[config.mk]
export PLATFORM = sky130hd
export DESIGN_NAME = pipe_hazard_ctrl
export DESIGN_NICKNAME = d
export VERILOG_FILES = /design/src/rtl/pipe_hazard_ctrl.sv
export SDC_FILE = /design/constraint.sdc
export NUM_CORES = 1
export LEC_CHECK = 0
export ABC_AREA = 1
export BUFFER_PORTS_ARGS = -buffer_cell sky130_fd_sc_hd__buf_4
export CORE_MARGIN = 2
export CORE_UTILIZATION = 30
export CTS_CLUSTER_DIAMETER = 120
export DETAILED_ROUTE_END_ITERATION = 10
export GPL_TIMING_DRIVEN = 0
export PLACE_DENSITY = 0.51
export SKIP_CTS_REPAIR_TIMING = 1
export SLEW_MARGIN = 30
export SYNTH_ARGS = -nofsm -noshare
export SYNTH_HDL_FRONTEND = slang
export SYNTH_SLANG_ARGS = --single-unit
export TNS_END_PERCENT = 50
[constraint.sdc]
create_clock -name clk -period 5 [get_ports clk]
set_input_delay 0.75 -clock clk [delete_from_list [all_inputs] [get_ports clk]]
set_output_delay 0.75 -clock clk [all_outputs]
set_load 0.02 [all_outputs]
[src/rtl/pipe_hazard_ctrl.sv]
// pipe_hazard_ctrl: pipeline hazard and memory-freeze controller.
// Produces PC/IF-ID freeze, ID/EX bubble, branch flushes and a global
// freeze for multi-cycle data memory accesses, with saturating event counters.
// Optional build macro PIPE_HAZARD_FORWARDING_EN: when defined, only load-use
// dependencies on the EX instruction stall (a forwarding network covers the
// rest); when undefined, any EX or MEM writeback dependency stalls.
module pipe_hazard_ctrl #(
  parameter int MEM_WAIT_CYCLES = 5,
  parameter int CNT_W           = 16
) (
  input  logic             clk,
  input  logic             rst,
  input  logic [3:0]       i_id_src1,
  input  logic [3:0]       i_id_src2,
  input  logic             i_id_two_src,
  input  logic             i_ex_wb_en,
  input  logic [3:0]       i_ex_dest,
  input  logic             i_ex_mem_rd,
  input  logic             i_mem_wb_en,
  input  logic [3:0]       i_mem_dest,
  input  logic             i_branch_taken,
  input  logic             i_mem_req,
  output logic             o_pc_freeze,
  output logic             o_if_id_freeze,
  output logic             o_id_ex_bubble,
  output logic             o_if_id_flush,
  output logic             o_id_ex_flush,
  output logic             o_all_freeze,
  output logic             o_mem_done,
  output logic [CNT_W-1:0] o_stall_cnt,
  output logic [CNT_W-1:0] o_flush_cnt
);

  typedef enum logic {
    IDLE     = 1'b0,
    MEM_WAIT = 1'b1
  } state_t;

  // The IDLE cycle that sees the request is itself frozen, so the counter
  // starts one short of the total freeze length.
  localparam logic [3:0]       LP_WAIT_LOAD = 4'(MEM_WAIT_CYCLES - 1);
  localparam logic [CNT_W-1:0] LP_CNT_ONE   = {{(CNT_W-1){1'b0}}, 1'b1};
  localparam logic [CNT_W-1:0] LP_CNT_MAX   = {CNT_W{1'b1}};

  state_t           r_state;
  state_t           w_nextState;
  logic [3:0]       r_wcnt;
  logic [3:0]       w_nextWcnt;
  logic             w_allFreeze;
  logic             w_memDone;
  logic             w_exHit;
  logic             w_hazard;
  logic             w_flush;
  logic             w_stall;
  logic [CNT_W-1:0] r_stallCnt;
  logic [CNT_W-1:0] r_flushCnt;

  // A source register matches the EX destination; id_src2 only counts when read.
  assign w_exHit = i_ex_wb_en &&
                   ((i_id_src1 == i_ex_dest) ||
                    (i_id_two_src && (i_id_src2 == i_ex_dest)));

`ifdef PIPE_HAZARD_FORWARDING_EN
  // MEM-stage results are forwarded, so those inputs do not affect stalling.
  logic w_unusedMemInputs;
  assign w_unusedMemInputs = i_mem_wb_en ^ (^i_mem_dest);
  assign w_hazard = w_exHit && i_ex_mem_rd;
`else
  // Without forwarding every pending writeback to a live source stalls,
  // so whether the EX instruction is a load is irrelevant.
  logic w_memHit;
  logic w_unusedLoadFlag;
  assign w_unusedLoadFlag = i_ex_mem_rd;
  assign w_memHit = i_mem_wb_en &&
                    ((i_id_src1 == i_mem_dest) ||
                     (i_id_two_src && (i_id_src2 == i_mem_dest)));
  assign w_hazard = w_exHit || w_memHit;
`endif

  // Memory-wait state register; reset abandons any access in flight.
  always_ff @(posedge clk or posedge rst) begin
    if (rst) begin
      r_state <= IDLE;
      r_wcnt  <= 4'd0;
    end else begin
      r_state <= w_nextState;
      r_wcnt  <= w_nextWcnt;
    end
  end

  // Memory-wait next state: freeze on the request and while the counter runs,
  // release for exactly one cycle when it reaches zero.
  always_comb begin
    w_nextState = r_state;
    w_nextWcnt  = r_wcnt;
    w_allFreeze = 1'b0;
    w_memDone   = 1'b0;
    case (r_state)
      IDLE: begin
        if (i_mem_req) begin
          w_allFreeze = 1'b1;
          w_nextState = MEM_WAIT;
          w_nextWcnt  = LP_WAIT_LOAD;
        end
      end
      MEM_WAIT: begin
        if (r_wcnt != 4'd0) begin
          w_allFreeze = 1'b1;
          w_nextWcnt  = r_wcnt - 4'd1;
        end else begin
          w_memDone   = 1'b1;
          w_nextState = IDLE;
        end
      end
      default: begin
        w_nextState = IDLE;
        w_nextWcnt  = 4'd0;
      end
    endcase
  end

  // Output priority: global freeze, then branch flush, then hazard stall;
  // everything is forced low while reset is held.
  always_comb begin
    w_flush        = 1'b0;
    w_stall        = 1'b0;
    o_all_freeze   = 1'b0;
    o_mem_done     = 1'b0;
    if (!rst) begin
      o_all_freeze = w_allFreeze;
      o_mem_done   = w_memDone;
      if (!w_allFreeze) begin
        w_flush = i_branch_taken;
        w_stall = !i_branch_taken && w_hazard;
      end
    end
    o_pc_freeze    = w_stall;
    o_if_id_freeze = w_stall;
    o_id_ex_bubble = w_stall;
    o_if_id_flush  = w_flush;
    o_id_ex_flush  = w_flush;
  end

  // Saturating event counters: they stick at all-ones instead of wrapping.
  always_ff @(posedge clk or posedge rst) begin
    if (rst) begin
      r_stallCnt <= '0;
      r_flushCnt <= '0;
    end else begin
      if (w_stall && (r_stallCnt != LP_CNT_MAX)) begin
        r_stallCnt <= r_stallCnt + LP_CNT_ONE;
      end
      if (w_flush && (r_flushCnt != LP_CNT_MAX)) begin
        r_flushCnt <= r_flushCnt + LP_CNT_ONE;
      end
    end
  end

  assign o_stall_cnt = r_stallCnt;
  assign o_flush_cnt = r_flushCnt;

endmodule

==> reports/metrics.cfg <==
[worst_setup_path]
cp-end-kind = output port
crit_required_ps = 4250
start_kind = register
reg2reg_slack_ps = 2920
crit_path_max_incr_delay_ps = 380
crit_chain = inv_1 > ha_1 > nand4_2 > o21ai_2 > inv_2 > nor3_4 > and2_1 > buf_4 > buf_4
worst_path_max_delay_cell = nor3_4
path_max_fanout = 9
critPathKind = register to output port
cpMostUsedCell = buf_4
critPathArrivalTime_ps = 2260

[drt]
first_pass_iters = 4
drtIter0Drc = 56
drcViolationCount = 0
antenna_left = 0
wire_per_inst_um = 11.8
vias_per_cell = 4.54
vias = 2371
drt_wl_total_um = 6180

[grt]
overflow = 0
grt_pass1_vias = 2336
grt_pass1_wl_um = 10700
met1_usage = 0.198
grt_use_met2 = 0.251
met3_usage = 0.0295
top_usage_layer = met2
grt_use_total = 0.148
grt_max_degree = 28
antenna_found_initial = 0

[power_and_ir_drop]
p_per_area_nw_per_um2 = 313
intPower_uw = 618
clkPwrFrac = 0.241
pwr-share-comb = 0.351
seqPwrFrac = 0.409
leakagePower_uw = 0.00169
ir_worst_vdd_v = 0.000136
p_sw_uw = 380
swShare = 0.381

[job]
cap_violations = 0

[logic_synthesis]
netlist_area_um2 = 2480
yosysTopAreaCellShare = 0.373
syn_inst = 347
syn_area_per_cell_um2 = 7.15
ys_seq_area_frac = 0.373
yosysMostFrequentCell = nand2_1
synth_enable_flop_cells = 0
async_reset_ff_frac = 1.00
synthTopCellsByArea = dfrtp_1, nand2_1, xor2_1
ys_types = 27
yosys_most_used_dff = dfrtp_1
yosysWarnings = 0
yosys.area.top_type = dfrtp_1
yosys-top-cells-count = nand2_1, inv_1, nor2_1
syn-num-nets = 375
synth_seq_cells = 37

[clocking]
cts_tree = done
tritoncts.num_buffers = 5
clock-root-buffer = clkbuf_8
cts.htree.levels = 2
clock_latency_ps = 290
clk_pin_slew_ps = 80
cts_buffer_depth = 2
cts_sinks = 37

[status]
status = complete, no violations

[die]
initial_utilization = 0.305
coreArea_um2 = 8130
die-area_um2 = 9010
num_rows = 33
io_pins = 63
die_w_um = 94.9
chipHeight_um = 94.9

[final_layout]
drive_gt1_frac = 0.204
nFillCells = 853
area_delta_synth_final_pct = 28.6
nNetsFinal = 444
multiInputGateArea_um2 = 1350
antenna_cells = 0
final-seq-area_um2 = 926

[place]
gp_congestion = 0.856
post-dp-hpwl_um = 4800
io_buffers = 61

[timing]
fin_crit_ps = 3010
rsz0062_at_grt = false
period_share = 0.602
worst_clock_skew_ps = 11.0
setup_viol = 0
holdWs_ps = 423
finalHoldViolations = 0
finalSetupTns_ps = 0
fmax_mhz = 332
slew_viol_final = 0
tightestPinTransition_ps = 464
relSlewSlack = 0.690

[min_path]
min_path_type = input pin to async pin

==> final timing paths <==
kind / start / cells after the start / to
setup / recovery: r_wcnt[0] / 9 / o_pc_freeze
max in group asynchronous: rst / 3 / o_stall_cnt[5]
hold reg to reg: r_wcnt[2] / 2 / r_wcnt[2]
setup reg to reg: r_wcnt[0] / 10 / o_stall_cnt[4]
min in group clk: r_wcnt[2] / 2 / r_wcnt[2]
hold / removal: rst / 2 / o_flush_cnt[14]
==> power by group through the flow <==
| stage | registers [µW] | clock network (µW) | logic (µW) |
|---|---|---|---|
| floorplan | 441 | 0 | 192 |
| global placement | 414 | 0 | 348 |
| detailed placement | 416 | 0 | 354 |
| CTS | 410 | 249 | 356 |
| global route | 418 | 261 | 404 |
| finish | 408 | 240 | 350 |
==> per-stage QoR <==
stage	setup WS, ps	power [µW]	instance area [µm²]	cells	util
2_1_floorplan	1850	633	2480	347	-
3_3_place_gp	1160	763	3070	513	0.377
3_5_place_dp	2110	770	3090	514	0.380
4_1_cts	1950	1020	3190	522	0.392
5_1_grt	1740	1080	3190	522	0.392
6_report	1990	998	3190	522	0.392
==> cells by family (layout without fill, tap and decap cells) <==
kind of cell,count (synthesis),after routing,share of synthesized area
and+or+nand+nor,212,212,0.379
buffers and inverters,47,117,0.0822
DFF,37,37,0.373
xor gates and xnor gates,32,32,0.113
AOI/OAI and AO/OA,15,15,0.0328
adders and majority gates,4,4,0.0202
==> area by class of cell <==
class / count / share of cell area
multi-input combinational: 263 / 0.423
sequential: 37 / 0.290
timing repair buffer: 62 / 0.150
inverter: 39 / 0.0459
tap: 105 / 0.0412
clock buffer: 7 / 0.0302
buffer: 8 / 0.0180
clock inverter: 1 / 0.00157
==> state kept, by name (all words and copies together) (netlist names) <==
| register | count |
|---|---|
| r_state | 1 |
| r_wcnt | 4 |
| o_stall_cnt | 16 |
| o_flush_cnt | 16 |
==> critical path: cells and delay by family, from the launching register on <==
family | cells | cell delay, ps
AND/OR/NAND/NOR | 3 | 770
buffers and inverters | 4 | 490
flip-flops | 1 | 360
adder cells (fa/ha/maj) | 1 | 190
AO/OA/AOI/OAI | 1 | 150
==> placed cells by master (no fill, tap or decap), types with 4 or more instances in the layout <==
cell / count
o21ai_0: 10
ha_1: 4
inv_1: 37
buf_4: 66
xnor2_1: 8
nor2_1: 38
nand2_1: 119
xor2_1: 24
dfrtp_1: 37
nand4_1: 18
clkbuf_8: 7
nor3_1: 10
nand3_1: 18
==> routing by layer <==
metal  wire length (µm)  vias to the layer above
met4                 55                        0
li1                   -                     1236
met1               2980                     1088
met2               2890                       42
met5                  0                        -
met3                252                        5
Power figures use the tool's default switching activity.
